## config.mk

```make
export PLATFORM = sky130hd
export DESIGN_NAME = dm_arbiter
export DESIGN_NICKNAME = d
export VERILOG_FILES = /design/src/rtl/dm_arbiter.sv
export SDC_FILE = /design/constraint.sdc
export NUM_CORES = 1
export LEC_CHECK = 0
export CORE_AREA = 2 2 114 116
export DETAILED_ROUTE_END_ITERATION = 7
export DIE_AREA = 0 0 116 118
export PLACE_DENSITY_LB_ADDON = 0.15
export SYNTH_ARGS = -nofsm -noshare
export SYNTH_HDL_FRONTEND = slang
export SYNTH_SLANG_ARGS = --single-unit
```

## constraint.sdc

```tcl
create_clock -name clk -period 4.5 [get_ports clk]
set_input_delay 0.45 -clock clk [delete_from_list [all_inputs] [get_ports clk]]
set_output_delay 0.45 -clock clk [all_outputs]
set_load 0.05 [all_outputs]
```

## src/rtl/dm_arbiter.sv

```systemverilog
// Round-robin arbiter for the single-port data memory: CPU MEM stage vs. host port.
// Optional macro DM_ARB_STATS_EN adds saturating grant/stall statistics counters.
module dm_arbiter #(
  parameter int AW      = 7,
  parameter int MEM_LAT = 1
) (
  input  logic          clk,
  input  logic          rst,
  input  logic          cpu_req,
  input  logic          cpu_we,
  input  logic [AW-1:0] cpu_addr,
  input  logic [31:0]   cpu_wdata,
  output logic [31:0]   cpu_rdata,
  output logic          cpu_done,
  output logic          cpu_stall,
  input  logic          host_req,
  input  logic          host_we,
  input  logic [AW-1:0] host_addr,
  input  logic [31:0]   host_wdata,
  output logic [31:0]   host_rdata,
  output logic          host_ack,
  output logic          mem_en,
  output logic          mem_we,
  output logic [AW-1:0] mem_addr,
  output logic [31:0]   mem_wdata,
  input  logic [31:0]   mem_rdata
`ifdef DM_ARB_STATS_EN
  ,
  output logic [31:0]   stat_cpu_grants,
  output logic [31:0]   stat_host_grants,
  output logic [31:0]   stat_stall_cycles
`endif
);

  localparam int CW = 4;

  typedef enum logic [1:0] {S_IDLE, S_ISSUE, S_WAIT, S_DONE} state_t;
  typedef enum logic [1:0] {OWN_NONE, OWN_CPU, OWN_HOST} owner_t;

  state_t        state, state_d;
  owner_t        owner, owner_d, last_owner, last_owner_d;
  logic          lat_we, lat_we_d;
  logic [CW-1:0] cnt, cnt_d;
  logic          mem_en_d, mem_we_d, cpu_done_d, host_ack_d;
  logic [AW-1:0] mem_addr_d;
  logic [31:0]   mem_wdata_d, cpu_rdata_d, host_rdata_d;
  logic          grant_cpu, grant_host;

  // Tie goes to whoever did not own the memory last; last_owner resets to HOST so CPU wins first.
  assign grant_cpu  = cpu_req & (~host_req | (last_owner == OWN_HOST));
  assign grant_host = host_req & ~grant_cpu;

  assign cpu_stall  = cpu_req & ~cpu_done;

  always_comb begin
    state_d      = state;
    owner_d      = owner;
    last_owner_d = last_owner;
    lat_we_d     = lat_we;
    cnt_d        = cnt;
    mem_en_d     = 1'b0;
    mem_we_d     = 1'b0;
    mem_addr_d   = mem_addr;
    mem_wdata_d  = mem_wdata;
    cpu_done_d   = 1'b0;
    host_ack_d   = 1'b0;
    cpu_rdata_d  = cpu_rdata;
    host_rdata_d = host_rdata;
    case (state)
      S_IDLE: begin
        if (grant_cpu) begin
          owner_d     = OWN_CPU;
          lat_we_d    = cpu_we;
          mem_en_d    = 1'b1;
          mem_we_d    = cpu_we;
          mem_addr_d  = cpu_addr;
          mem_wdata_d = cpu_wdata;
          state_d     = S_ISSUE;
        end else if (grant_host) begin
          owner_d     = OWN_HOST;
          lat_we_d    = host_we;
          mem_en_d    = 1'b1;
          mem_we_d    = host_we;
          mem_addr_d  = host_addr;
          mem_wdata_d = host_wdata;
          state_d     = S_ISSUE;
        end
      end
      S_ISSUE: begin
        cnt_d   = CW'(MEM_LAT);
        state_d = S_WAIT;
      end
      S_WAIT: begin
        cnt_d = cnt - 1'b1;
        if (cnt == CW'(1)) begin
          // mem_rdata is valid in this last WAIT cycle; writes leave rdata untouched.
          if (!lat_we && owner == OWN_CPU)  cpu_rdata_d  = mem_rdata;
          if (!lat_we && owner == OWN_HOST) host_rdata_d = mem_rdata;
          cpu_done_d = (owner == OWN_CPU);
          host_ack_d = (owner == OWN_HOST);
          state_d    = S_DONE;
        end
      end
      S_DONE: begin
        last_owner_d = owner;
        owner_d      = OWN_NONE;
        state_d      = S_IDLE;
      end
      default: state_d = S_IDLE;
    endcase
  end

  always_ff @(posedge clk or posedge rst) begin
    if (rst) begin
      state      <= S_IDLE;
      owner      <= OWN_NONE;
      last_owner <= OWN_HOST;
      lat_we     <= 1'b0;
      cnt        <= '0;
      mem_en     <= 1'b0;
      mem_we     <= 1'b0;
      mem_addr   <= '0;
      mem_wdata  <= '0;
      cpu_done   <= 1'b0;
      host_ack   <= 1'b0;
      cpu_rdata  <= '0;
      host_rdata <= '0;
    end else begin
      state      <= state_d;
      owner      <= owner_d;
      last_owner <= last_owner_d;
      lat_we     <= lat_we_d;
      cnt        <= cnt_d;
      mem_en     <= mem_en_d;
      mem_we     <= mem_we_d;
      mem_addr   <= mem_addr_d;
      mem_wdata  <= mem_wdata_d;
      cpu_done   <= cpu_done_d;
      host_ack   <= host_ack_d;
      cpu_rdata  <= cpu_rdata_d;
      host_rdata <= host_rdata_d;
    end
  end

`ifdef DM_ARB_STATS_EN
  // Done/ack pulses last exactly one DONE cycle, so each pulse counts one grant.
  always_ff @(posedge clk or posedge rst) begin
    if (rst) begin
      stat_cpu_grants   <= '0;
      stat_host_grants  <= '0;
      stat_stall_cycles <= '0;
    end else begin
      if (cpu_done  && stat_cpu_grants   != '1) stat_cpu_grants   <= stat_cpu_grants + 1'b1;
      if (host_ack  && stat_host_grants  != '1) stat_host_grants  <= stat_host_grants + 1'b1;
      if (cpu_stall && stat_stall_cycles != '1) stat_stall_cycles <= stat_stall_cycles + 1'b1;
    end
  end
`endif

endmodule

```

# Yosys cells after proc, flatten, opt, wreduce, memory -nomap -nowiden
# Index checks and enable logic that the tools add are counted.
totals:
  regBits: 118
  word_cells: 66
op_classes:
  n_addsub: 1
  n_reduce_logical: 12
  mux: 24
  bitwise_logic: 7
  n_eq_ne: 9
ops:
  columns: ["operator", "n"]
  rows:
  - ["$mux 32", 2]
  - ["$mux 7", 2]
  - ["$mux 1", 12]
  - ["$mux 2", 5]
  - ["$eq 2x2->1 const B", 4]
  - ["$pmux 2 s4", 1]
  - ["$pmux 4 s2", 1]
  - ["$reduce_and 2->1", 3]
  - ["$reduce_and 3->1", 2]
  - ["$reduce_bool 2->1", 3]
  - ["$eq 2x1->1 const B", 2]
  - ["$eq 4x1->1 const B", 1]
  - ["$pmux 2 s2", 1]
  - ["$sub 4x1->4 const B", 1]
  - ["$and 1x1->1", 3]
  - ["$ne 3x3->1 const B", 1]
  - ["$not 1->1", 3]
  - ["$logic_and 1x1->1", 2]
  - ["$logic_not 2->1", 1]
  - ["$ne 2x2->1 const B", 1]
  - ["$logic_not 1->1", 1]
  - ["$or 1x1->1", 1]

# Logic depth before layout (Yosys ltp)
logic_depth:
  word_depth: 8
  mapped_depth: 8
  mapped_depth_nobuf: 6

# Worst setup path before layout
# No wires, ideal clock.
synth_timing:
  path_type: "register to register"
  from: "register state[0]"
  to: "register cpu_rdata[0]"
  t_required_ns: 4.375
  period_less_slack_ns: 1.938
  setup_slack_ns: 2.562
  arrival_time_ns: 1.814
  n_path_buf: 1
  setup_time_ns: 0.125
  path_stages_with_launch: 7
  path_cell_list: "dfrtp_1 inv_1 ha_1 nand4bb_4 nor4b_4 buf_6 mux2_2"
synth_between:
  elab_chain_cells: 2
synth_lines:
  columns: ["element", "line_no", "text"]
  rows:
  - ["from (decl)", "40", "state_t state, state_d;"]
  - ["from (signal assigned)", "129", "state <= state_d;"]
  - ["$eq 2x2->1", "69", "case (state)"]
  - ["$reduce_and 3->1 (no line)", null, null]
  - ["to (signal assigned)", "140", "cpu_rdata <= cpu_rdata_d;"]
  - ["to (decl)", "13", "output logic [31:0] cpu_rdata,"]
# No other way between the ends.
# A chain may end at the register's enable or synchronous reset.

# Final worst setup path
layout_timing:
  from: "input cpu_req"
  to: "register mem_wdata[16]"
layout_between:
  elab_chain_cells: 5
  elab_cells_between_ends: 6
layout_lines:
  columns: ["element", "line_no", "text"]
  rows:
  - ["from (decl)", "9", "input logic cpu_req,"]
  - ["$and 1x1->1 (*)", "50", "assign grant_cpu = cpu_req & (~host_req | (last_owner == OWN_HOST));"]
  - ["$not 1->1", "51", "assign grant_host = host_req & ~grant_cpu;"]
  - ["$and 1x1->1", "51", null]
  - ["$reduce_bool 2->1 (no line)", null, null]
  - ["$reduce_and 2->1 (no line)", null, null]
  - ["to (signal assigned)", "137", "mem_wdata <= mem_wdata_d;"]
  - ["to (decl)", "25", "output logic [31:0] mem_wdata,"]
# Every way passes the cells marked *; elsewhere a longest branch is shown, timed or not.

==> impl_metrics.yaml <==
clocking:
  postCtsSetupRepairBufs: 0
  clock_sinks: 118
  worstSkewPairLatency_ns: 0.40
  cts-buffers-inserted: 17
  clock_path_buffers: 2
  cts_tree: "yes"
  postCtsHoldBufs: 0
  h-tree-depth: 4
  post_cts_resized: 0
  clk_pin_slew_ns: 0.06
  clockRootBuffer: "clkbuf_16"
synth:
  synth_warnings: 0
  synthArstFlopShare_pct: 100.0
  syn-num-nets: 553
  synth_top_cells_by_count: "dfrtp_1 (117), nand2_1 (79), mux2_2 (65)"
  yosysMostFrequentCell: "dfrtp_1"
  yosysTopAreaCell: "dfrtp_1"
  syn-cell-area_sq_mm: 0.005229
  ys_seq_area_share_pct: 56.50
  synth_edf_count: 0
  synthCells: 431
  synthTopCellsByArea: "dfrtp_1 (56%), mux2_2 (14%), o2111ai_1 (6.5%)"
  ys_types: 37
  synth_top_area_share_pct: 55.99
  synth_seq_cells: 118
  ys.flop_type: "dfrtp_1"
  avgSynthCellArea_sq_um: 12.13
timing:
  fmax_mhz: 329.8
  tightestPinTransition_ns: 1.100
  finalCriticalPeriod_ns: 3.032
  setup_viol_count_final: 0
  holdWs_ns: 0.4903
  setup_tns_ns: 0
  post-route-period-util_pct: 67.37
  slew_violations: 0
  clock-skew-final_ns: 0.006895
  slew_headroom_pct: 26.41
  rsz0062_at_grt: "false"
  timing.final.hold_violations: 0
global_route:
  grt_overflow: 0
  grt_max_degree: 83
  grt_use_total_pct: 21.74
  grt_pass1_vias: 4492
  antenna_found_initial: 0
  grt_first_pass_wirelength_mm: 23.19
power_and_ir_drop:
  peakVddDrop_mv: 0.3964
  power_density_mw_per_mm2: 829.5
  sw_frac_of_total_pct: 44.31
  p_switching_uw: 3029
  power.leakage_uw: 0.003367
  p_comb_share_pct: 52.0
  clkPwrFrac_pct: 21.9
  p_int_uw: 3807
  seqPwrFrac_pct: 26.1
worst_setup_path:
  critPathKind: "in -> reg"
  critPathLaunchType: "input port"
  max_stage_delay_ns: 0.93
  worstPathRequired_ns: 4.73
  worstReg2RegStart: "state[0]"
  cp_top_family: "buffers and inverters"
  r2r_slack_ns: 1.52
  timing.critical_path.cells: "clkdlybuf4s50_1 > o21ai_4 > inv_1 > buf_4 > nand2_1 > o211ai_1"
  cp_slowest_cell: "o21ai_4"
  rr_worst_depth: 8
  crit_fanout: 43
  arrival_ns: 3.26
  critPathBufInv: 3
  cp-end-kind: "flip-flop"
  worstReg2RegEnd: "mem_wdata[1]"
floorplan:
  core_sq_mm: 0.01241
  die-width_um: 116
  start_util_pct: 42.12
  rows: 41
  dieHeight_um: 118
  dieArea_sq_mm: 0.01369
  ios: 224
place:
  dpl.hpwl_mm: 10.12
  portBuffers: 223
  gp_congestion: 0.7838
  placed_cell_area_sq_mm: 0.007577
drt:
  firstDrtPassIters: 4
  ant_nets: 0
  drcViolationCount: 0
  routed_wl_mm: 14.85
  vias: 4381
  drt_iter0_markers: 313
  routedWlPerCell_um: 17.91
  vias_per_cell: 5.285
flow_run:
  cap_violations: 0
cells_and_area:
  fillers: 987
  areaGrowthSynthToFinish_pct: 57.62
  layout-drive-gt1-share_pct: 17.50
  nets: 766
  stdcell_area_sq_mm: 0.008242
  antenna_cells: 0
min_path:
  hold-path-endpoint: "cpu_rdata[8]"
  hold_path_depth: 1
  hold_path.class: "reg -> reg"
  hp-start: "cpu_rdata[8]"
run_status:
  status: "finished clean"
==> worst max-delay path by stage <==
stage	start	to	slack, ns	cells after the start
after floorplan	rst	cnt[0]	0.92	1
after global placement	cpu_req	mem_wdata[16]	1.13	6
after detailed placement	cpu_req	mem_wdata[16]	1.09	6
after CTS	cpu_req	mem_wdata[16]	1.51	6
after global routing	state[1]	mem_wdata[1]	1.26	8
final	cpu_req	mem_wdata[16]	1.47	6
==> routing by layer <==
metal / vias to the layer above / share of wire (%) / global-route usage, % / routed length, um
met5: - / 0 / 0 / 0
met4: 0 / 2.3 / 8.780 / 341
met3: 27 / 7.6 / 6.437 / 1130
met2: 188 / 49 / 35.16 / 7243
met1: 2152 / 41 / 27.08 / 6135
li1: 2014 / - / - / -
==> metrics by stage <==
step	util [%]	instances	setup slack, ns	power (uW)
floorplan	-	431	0.9225	4144
global placement	61.04	797	1.135	5284
detailed placement	61.04	797	1.087	5361
CTS	66.39	829	1.511	6881
global route	66.39	829	1.258	7154
finish	66.39	829	1.468	6836
==> logic make-up after synthesis <==
| logic type | synth area share (%) |
|---|---|
| buffers and inverters | 4.283 |
| flip-flops | 56.50 |
| adder cells (fa/ha/maj) | 1.436 |
| AND/OR/NAND/NOR | 8.950 |
| multiplexers | 14.62 |
| AO/OA/AOI/OAI | 14.21 |
==> cell type report <==
type                    instances  area (sq um)  area share (%)
clock buffers                  20         466.7           5.663
repair buffers                231          2292           27.81
inverters                      10         40.04          0.4858
clock inverters                12         197.7           2.399
flip-flops and latches        118          2954           35.84
multi-input cells             266          2076           25.19
well taps                     172         215.2           2.611
==> state kept, by name, summed over array words and instances (netlist names), 2 cells and up <==
signal      count
mem_addr        7
mem_wdata      32
owner           2
cpu_rdata      32
cnt             4
last_owner      2
state           2
host_rdata     32
==> power by group through the flow <==
stage                     Sequential [uW]  Clock (uW)  Combinational [uW]
after floorplan                      3200           0                 948
after global placement               1780           0                3510
after detailed placement             1800           0                3560
after CTS                            1790        1520                3580
after global routing                 1840        1570                3740
final                                1780        1500                3560
==> cells in the final DEF, fill, tap and decap left out, drive strengths merged, types with 5 or more instances in the layout <==
| cell | count |
|---|---|
| buf | 8 |
| o211ai | 39 |
| clkinv | 5 |
| o21ai | 5 |
| inv | 10 |
| ha | 6 |
| dfrtp | 117 |
| nand2 | 79 |
| mux2 | 67 |
| clkbuf | 20 |
| o2111ai | 39 |
| clkdlybuf4s50 | 223 |
| bufinv | 5 |
Power figures use the tool's default switching activity.
